## src/rtl/pc_seq_pkg.sv

```systemverilog
// ============================================================================
// Module   : pc_seq_pkg
// Brief    : Shared constants and state codes for the PC sequencer.
// Revision : 1.0
// ============================================================================
`default_nettype none

package pc_seq_pkg;

  localparam int         c_PC_W      = 10;
  localparam logic [9:0] c_RESET_VEC = 10'h000;
  localparam logic [9:0] c_IRQ_VEC   = 10'h3F0;
  localparam int         c_RAS_DEPTH = 4;

  typedef enum logic [2:0] {
    ST_RST   = 3'd0,
    ST_IDLE  = 3'd1,
    ST_FETCH = 3'd2,
    ST_DRAIN = 3'd3,
    ST_HALT  = 3'd4
  } pc_state_e;

endpackage

`default_nettype wire

```

## src/rtl/pc_ras.sv

```systemverilog
// ============================================================================
// Module   : pc_ras
// Brief    : Circular return-address stack; a push when full overwrites the
//            oldest entry.
// Revision : 1.0
// ============================================================================
`default_nettype none

module pc_ras #(
  parameter int PC_W  = 10,
  parameter int DEPTH = 4
) (
  input  logic            clk,
  input  logic            reset,
  input  logic            i_push,
  input  logic [PC_W-1:0] i_push_data,
  input  logic            i_pop,
  output logic            o_empty,
  output logic [PC_W-1:0] o_top
);

  localparam int c_PTR_W = (DEPTH > 1) ? $clog2(DEPTH) : 1;
  localparam int c_CNT_W = $clog2(DEPTH + 1);

  logic [PC_W-1:0]    r_mem [DEPTH];
  logic [c_PTR_W-1:0] r_ptr;
  logic [c_CNT_W-1:0] r_cnt;
  logic [c_PTR_W-1:0] w_ptr_inc;
  logic [c_PTR_W-1:0] w_ptr_dec;

  // r_ptr is the next write slot; when full it also holds the oldest entry
  assign w_ptr_inc = (r_ptr == c_PTR_W'(DEPTH - 1)) ? '0 : r_ptr + 1'b1;
  assign w_ptr_dec = (r_ptr == '0) ? c_PTR_W'(DEPTH - 1) : r_ptr - 1'b1;
  assign o_empty   = (r_cnt == '0);
  assign o_top     = r_mem[w_ptr_dec];

  always_ff @(posedge clk) begin
    if (i_push) begin
      r_mem[r_ptr] <= i_push_data;
    end
  end

  always_ff @(posedge clk) begin
    if (reset) begin
      r_ptr <= '0;
      r_cnt <= '0;
    end else if (i_push) begin
      r_ptr <= w_ptr_inc;
      if (r_cnt != c_CNT_W'(DEPTH)) begin
        r_cnt <= r_cnt + 1'b1;
      end
    end else if (i_pop && !o_empty) begin
      r_ptr <= w_ptr_dec;
      r_cnt <= r_cnt - 1'b1;
    end
  end

endmodule

`default_nettype wire

```

## src/rtl/pc_sequencer.sv

```systemverilog
// ============================================================================
// Module   : pc_sequencer
// Brief    : Next-PC selection and instruction-fetch handshake controller.
//            Optional return-address stack enabled by PC_SEQ_RAS_EN.
// Revision : 1.0
// ============================================================================
`default_nettype none

module pc_sequencer
  import pc_seq_pkg::*;
#(
  parameter int              PC_W      = c_PC_W,
  parameter logic [PC_W-1:0] RESET_VEC = c_RESET_VEC,
  parameter logic [PC_W-1:0] IRQ_VEC   = c_IRQ_VEC,
  parameter int              RAS_DEPTH = c_RAS_DEPTH
) (
  input  logic            clk,
  input  logic            reset,
  input  logic [PC_W-1:0] pc_cur,
  output logic [PC_W-1:0] pc_next,
  output logic            imem_req,
  output logic [PC_W-1:0] imem_addr,
  input  logic            imem_ack,
  output logic            instr_valid,
  input  logic            stall,
  input  logic            br_valid,
  input  logic [PC_W-1:0] br_target,
  input  logic            call,
  input  logic [PC_W-1:0] link_addr,
  input  logic            ret_valid,
  input  logic [PC_W-1:0] ret_target,
  input  logic            iret,
  input  logic            irq,
  output logic            irq_ack,
  input  logic            halt,
  output logic            halted,
  output logic [2:0]      state
);

  pc_state_e       r_state;
  pc_state_e       w_state_nxt;
  logic            r_busy;
  logic [PC_W-1:0] r_addr;
  logic [PC_W-1:0] r_epc;
  logic            r_insvc;

  logic            w_redir_ok;
  logic            w_br;
  logic            w_iret;
  logic            w_ret;
  logic            w_redir;
  logic [PC_W-1:0] w_ret_pc;
  logic [PC_W-1:0] w_redir_pc;

  assign w_redir_ok = (r_state == ST_IDLE) || (r_state == ST_FETCH) || (r_state == ST_DRAIN);
  assign w_br       = w_redir_ok && br_valid;
  assign w_iret     = w_redir_ok && !br_valid && iret;
  assign w_ret      = w_redir_ok && !br_valid && !iret && ret_valid;
  assign w_redir    = w_br || w_iret || w_ret;

`ifdef PC_SEQ_RAS_EN
  logic            w_ras_empty;
  logic [PC_W-1:0] w_ras_top;

  pc_ras #(
    .PC_W  (PC_W),
    .DEPTH (RAS_DEPTH)
  ) u_ras (
    .clk         (clk),
    .reset       (reset),
    .i_push      (w_br && call),
    .i_push_data (link_addr),
    .i_pop       (w_ret),
    .o_empty     (w_ras_empty),
    .o_top       (w_ras_top)
  );

  assign w_ret_pc = w_ras_empty ? ret_target : w_ras_top;
`else
  logic w_unused_ras;
  assign w_unused_ras = call ^ (^link_addr) ^ (RAS_DEPTH > 0);
  assign w_ret_pc     = ret_target;
`endif

  assign w_redir_pc = w_br ? br_target : (w_iret ? r_epc : w_ret_pc);

  assign imem_req  = (r_state == ST_FETCH) || (r_state == ST_DRAIN);
  // First request cycle forwards pc_cur; afterwards the latched copy is held
  assign imem_addr = (imem_req && !r_busy) ? pc_cur : r_addr;
  assign halted    = (r_state == ST_HALT);
  assign state     = r_state;

  always_comb begin
    w_state_nxt = r_state;
    pc_next     = pc_cur;
    instr_valid = 1'b0;
    irq_ack     = 1'b0;
    case (r_state)
      ST_RST: begin
        pc_next     = RESET_VEC;
        w_state_nxt = stall ? ST_IDLE : ST_FETCH;
      end
      ST_IDLE: begin
        if (!stall && !w_redir) w_state_nxt = ST_FETCH;
      end
      ST_FETCH: begin
        if (imem_ack) begin
          w_state_nxt = stall ? ST_IDLE : ST_FETCH;
          if (!w_redir) begin
            if (irq && !r_insvc) begin
              pc_next = IRQ_VEC;
              irq_ack = 1'b1;
            end else if (halt) begin
              instr_valid = 1'b1;
              w_state_nxt = ST_HALT;
            end else begin
              instr_valid = 1'b1;
              pc_next     = pc_cur + 1'b1;
            end
          end
        end else if (w_redir) begin
          w_state_nxt = ST_DRAIN;
        end
      end
      ST_DRAIN: begin
        if (imem_ack) w_state_nxt = stall ? ST_IDLE : ST_FETCH;
      end
      default: ;
    endcase
    if (w_redir) pc_next = w_redir_pc;
  end

  always_ff @(posedge clk) begin
    if (reset) begin
      r_state <= ST_RST;
      r_busy  <= 1'b0;
      r_addr  <= '0;
      r_epc   <= '0;
      r_insvc <= 1'b0;
    end else begin
      r_state <= w_state_nxt;
      if (imem_req && !r_busy) begin
        r_addr <= pc_cur;
        r_busy <= 1'b1;
      end
      if (imem_req && imem_ack) r_busy <= 1'b0;
      if (irq_ack) begin
        r_epc   <= pc_cur;
        r_insvc <= 1'b1;
      end else if (w_iret) begin
        r_insvc <= 1'b0;
      end
    end
  end

endmodule

`default_nettype wire

```

## config.mk

```make
export PLATFORM = sky130hd
export DESIGN_NAME = pc_sequencer
export DESIGN_NICKNAME = d
export VERILOG_FILES = /design/src/rtl/pc_seq_pkg.sv /design/src/rtl/pc_ras.sv /design/src/rtl/pc_sequencer.sv
export SDC_FILE = /design/constraint.sdc
export NUM_CORES = 1
export LEC_CHECK = 0
export CAP_MARGIN = 15
export CORE_MARGIN = 4
export CORE_UTILIZATION = 40
export CTS_BUF_LIST = sky130_fd_sc_hd__clkbuf_8 sky130_fd_sc_hd__clkbuf_16
export CTS_CLUSTER_DIAMETER = 40
export DETAILED_ROUTE_END_ITERATION = 8
export HOLD_SLACK_MARGIN = 0.15
export PLACE_DENSITY_LB_ADDON = 0.25
export SLEW_MARGIN = 20
export SYNTH_ARGS = -nofsm -noshare
export SYNTH_HDL_FRONTEND = slang
export SYNTH_SLANG_ARGS = --single-unit
```

## constraint.sdc

```tcl
create_clock -name clk -period 5.1 [get_ports clk]
set_input_delay 1.275 -clock clk [delete_from_list [all_inputs] [get_ports clk]]
set_output_delay 1.275 -clock clk [all_outputs]
set_load 0.005 [all_outputs]
```

; ---- After elaboration in Yosys (flattened, before gate mapping)
; Index checks and enable logic that the tools add are counted.
[totals]
ff_bits = 25
inputBits = 50
elab_cells = 65
[op_classes]
n_addsub = 1
eq_ne = 7
mux = 27
reduce_logical = 25
[ops]
columns = operator, n
row1 = $mux 10, 7
row2 = $mux 3, 7
row3 = $pmux 10 s2, 1
row4 = $pmux 3 s4, 1
row5 = $add 10x1->10 const B, 1
row6 = $mux 1, 10
row7 = $logic_and 1x1->1, 9
row8 = $eq 3x2->1 const B, 2
row9 = $logic_not 1->1, 6
row10 = $logic_or 1x1->1, 5
row11 = $reduce_and 4->1, 1
row12 = $reduce_bool 4->1, 1
row13 = $eq 3x1->1 const B, 1
row14 = $eq 3x3->1 const B, 1
row15 = $logic_not 3->1, 1
row16 = $ne 3x3->1 const B, 1
row17 = $mux 2, 1
row18 = $ne 2x1->1 const B, 1
row19 = $ne 2x2->1 const B, 1
row20 = $reduce_bool 2->1, 1
row21 = $reduce_or 2->1, 1

; ---- Logic depth before layout (Yosys ltp)
[logic_depth]
word_depth = 11
mapped_depth = 6

; ---- Least setup slack after synthesis
; OpenSTA, ideal clock, no wires.
[synth_path]
kind = input to output
startpoint = input port imem_ack
endpoint = output port pc_next[5]
arrival_time_ps = 2333
setup_slack_ps = 1492
path_stages = 5
cell_sequence = and3b_1 buf_6 or4_1 a22oi_1 o22ai_1
[synth_between]
elab_chain_cells = 3
[synth_rtl]
columns = item, line
row1 = "start, declared", pc_sequencer.sv:23  ; input logic imem_ack,
row2 = $mux 10, pc_sequencer.sv:107  ; if (imem_ack) begin
row3 = $pmux 10 s2, pc_sequencer.sv:98  ; case (r_state)
row4 = $mux 10, pc_sequencer.sv:130  ; if (w_redir) pc_next = w_redir_pc;
row5 = "end, declared", pc_sequencer.sv:20  ; output logic [PC_W-1:0] pc_next,
; No other way between the ends.

; ---- Final worst setup path
[layout_path]
startpoint = input port br_valid
endpoint = output port pc_next[6]
[layout_between]
elab_chain_cells = 6
elab_cells_between_ends = 11
cone_classes = mux (3) / reduce/logical (8)
[layout_rtl]
columns = item, line
row1 = "start, declared", pc_sequencer.sv:26  ; input logic br_valid,
row2 = $logic_not 1->1, "pc_sequencer.sv:57, pc_sequencer.sv:58"
row3 = $logic_and 1x1->1, "pc_sequencer.sv:57, pc_sequencer.sv:58"
row4 = $logic_and 1x1->1 (on tied branches), "pc_sequencer.sv:57, pc_sequencer.sv:58"
row5 = $mux 10 (tied with other cells), pc_sequencer.sv:85  ; assign w_redir_pc = w_br ? br_target : (w_iret ? r_epc : w_ret_pc);
row6 = $mux 10 / $logic_or 1x1->1 (equally long branches), "pc_sequencer.sv:85, pc_sequencer.sv:59"
row7 = $mux 10 *, pc_sequencer.sv:130
; Mark *: on every way between the ends. The rest lies on a longest branch, timed or not.

==> impl_metrics.py <==
metrics = {
    "layout": {
        "most-common-layout-cells": "clkdlybuf4s50_1, dfxtp_1, nand2_1",
        "num-nets-final": 356,
        "synthToLayoutAreaGrowth_pct": 43.15,
        "ff_latch_area_um2": 500.5,
        "num_antenna_cells": 0,
        "layout_commonest_cell": "clkdlybuf4s50_1",
        "post_route_cells_drive_above_1_share_pct": 11.51,
        "layout.filler_cells": 423,
        "area_occupied_by_multi_input_gates_um2": 1201,
    },
    "placement": {
        "detailed_placement_hpwl_um": 4222,
        "placement.io_buffers": 65,
        "gpl.final_weighted_congestion": 0.8678,
        "dp_worst_setup_slack_ps": 297.8,
    },
    "sta": {
        "final.setup.tns_ps": 0,
        "holdWs_ps": 456.6,
        "rsz0062_at_grt": "no",
        "timing_hold_violations_final": 0,
        "postLayoutSetupSlackWorst_ps": 220.9,
        "tightestPinTransition_ps": 1038,
        "drv_slew": 0,
        "min_period_over_period_pct": 95.67,
        "clock-skew-final_ps": 2.331,
        "timing.fmax_mhz": 205.0,
        "slew-limit-headroom_pct": 30.58,
        "finalSetupViolations": 0,
        "layout_min_cycle_time_ps": 4879,
    },
    "route": {
        "ant_nets": 0,
        "drt_iter0_drc": 172,
        "drc": 0,
        "routed_via_density": 5.711,
        "total_wirelength_of_the_detailed_routed_design_um": 5495,
        "avgRoutedWirePerCell_um": 15.44,
        "drt_first_pass_iters": 4,
        "via_count": 2033,
    },
    "power": {
        "vdd.ir_drop.worst_v": 0.0001259,
        "pwrdens_nw_per_um2": 240.0,
        "finalPower_uw": 624.7,
        "power_leakage_uw": 0.0009074,
    },
    "critical_path": {
        "worstPathMaxFanout": 9,
        "critPathKind": "in2out",
        "worst-endpoint-required_ps": 3830,
        "startpoint_type": "primary input",
        "worstPathArrival_ps": 3600,
        "cp-end-kind": "primary output",
    },
    "hold_path": {
        "hold_class": "reg2reg",
    },
    "global_route": {
        "global_route.overflow_total": 0,
        "layer_carrying_the_most_global_route_usage": "met2",
        "grt_start_max_net_pins": 27,
        "first_global_vias": 1863,
        "grtUsageTotal_pct": 20.01,
        "first_pass_grt_wire_length_um": 8907,
        "global_route.usage.met1_pct": 28.30,
        "use_met2_pct": 32.31,
        "use_met3_pct": 2.770,
        "initial_antenna_violation_count": 0,
    },
    "die": {
        "initial_util_pct": 41.47,
        "die_width_um": 75.42,
        "fp.coreArea_um2": 4384,
        "die_h_um": 75.42,
        "pin_count": 77,
        "dieArea_um2": 5687,
        "placement_rows": 24,
    },
    "cts": {
        "postCtsSetupBuffers": 0,
        "maximum_number_of_buffers_from_clock_root_to_sink": 2,
        "clock_sink_count": 25,
        "cts_root_buf": "clkbuf_8",
        "cts_max_level": 1,
        "clkLatencyLatePin_ps": 270,
        "cts_hold_buf": 0,
        "cts_repair_resize_count": 0,
        "cts-buffers-inserted": 3,
        "tritoncts": "done",
        "clock_input_transition_at_the_sequential_cells_of_the_worst_setup_and_hold_paths_ps": 90,
    },
    "yosys": {
        "number_of_enable_flip_flop_cells_after_synthesis": 0,
        "synth_cells": 236,
        "yosysTopAreaCellShare_pct": 27.53,
        "ys_warn_count": 0,
        "dominantRegCellSynth": "dfxtp_1",
        "postSynth.asyncResetShare_pct": 0,
        "dominant_combinational_cell_family_by_area_after_synthesis": "simple AND/OR/NAND/NOR gates",
        "synthTopCellsByArea": "dfxtp_1, mux2_2, a21oi_1",
        "synth_area_leader_cell": "dfxtp_1",
        "mappedNetlistArea_um2": 1818,
        "synth_xor_area_share_pct": 0,
        "synthesized_area_per_cell_um2": 7.703,
        "yosys.area_share.adder_pct": 0.6882,
        "synthesis.nets": 287,
        "yosys_register_bits": 25,
        "register_area_share_after_synthesis_pct": 27.53,
        "library_cells_used_by_synthesis": 51,
        "post_synth_and_or_nand_nor_area_fraction_pct": 30.70,
        "synthMuxAreaShare_pct": 7.295,
        "synth_compound_area_share_pct": 27.39,
    },
    "status": {
        "outcome": "finished, final reports clean",
    },
    "run": {
        "max_cap_viol_count": 0,
    },
}
-- state kept, by name (all words and copies together), names as in the netlist --
signal	count
r_insvc	1
r_busy	1
state	3
r_addr	10
r_epc	10
-- cell type report --
class	count	area share, %
tap	52	2.500
clock inverter	1	0.1923
sequential	25	19.23
multi-input combinational	186	46.15
inverter	11	1.587
clock buffer	3	1.587
timing repair buffer	78	28.75
-- critical path, cell delays in order --
cell             delay (ps)
clkdlybuf4s50_1         560
nand2b_1                350
nor2_1                  300
o311ai_0                200
a211oi_1                350
clkdlybuf4s50_1         570
-- path summary, 6_finish.rpt --
check | startpoint | end | slack [ps] | depth (start not counted)
max | br_valid | pc_next[6] | 220 | 6
min | r_epc[1] | r_epc[1] | 460 | 2
max reg2reg | state[1] | r_epc[4] | 3090 | 4
min reg2reg | r_epc[1] | r_epc[1] | 460 | 2
-- where the power goes --
part / switching [uW] / total, uW / leakage [uW] / internal (uW)
sequential: 11.3 / 217 / 0.000203 / 206
clock: 64.2 / 119 / 0.0000255 / 54.7
combinational: 128 / 289 / 0.000679 / 160
-- cell usage after synthesis, types with 6 or more instances --
cell type	number
a211oi_1	11
a21oi_1	20
buf_2	6
dfxtp_1	25
inv_1	10
mux2_2	10
nand2_1	24
nand2b_1	11
nor2_1	8
nor2b_1	11
nor3_1	12
o21ai_0	14
o311ai_0	6
or3_1	8
-- metrics by stage --
step                      std cells  utilization [%]  area, um2
after floorplan                 236                -       1818
after global placement          352            58.30       2556
after detailed placement        352            58.30       2556
after CTS                       356            59.36       2603
after global routing            356            59.36       2603
final                           356            59.36       2603
-- kinds of logic after synthesis --
family / Yosys count
and+or+nand+nor: 99
AOI/OAI and AO/OA: 74
buffers and inverters: 25
DFF: 25
muxes: 12
adders and majority gates: 1
-- routing by layer --
layer  up-vias  wire length (um)
met5         -                 0
met4         0                55
met3         6               324
met2        71              2562
met1       940              2553
li1       1016                 -
Power figures use the tool's default switching activity.
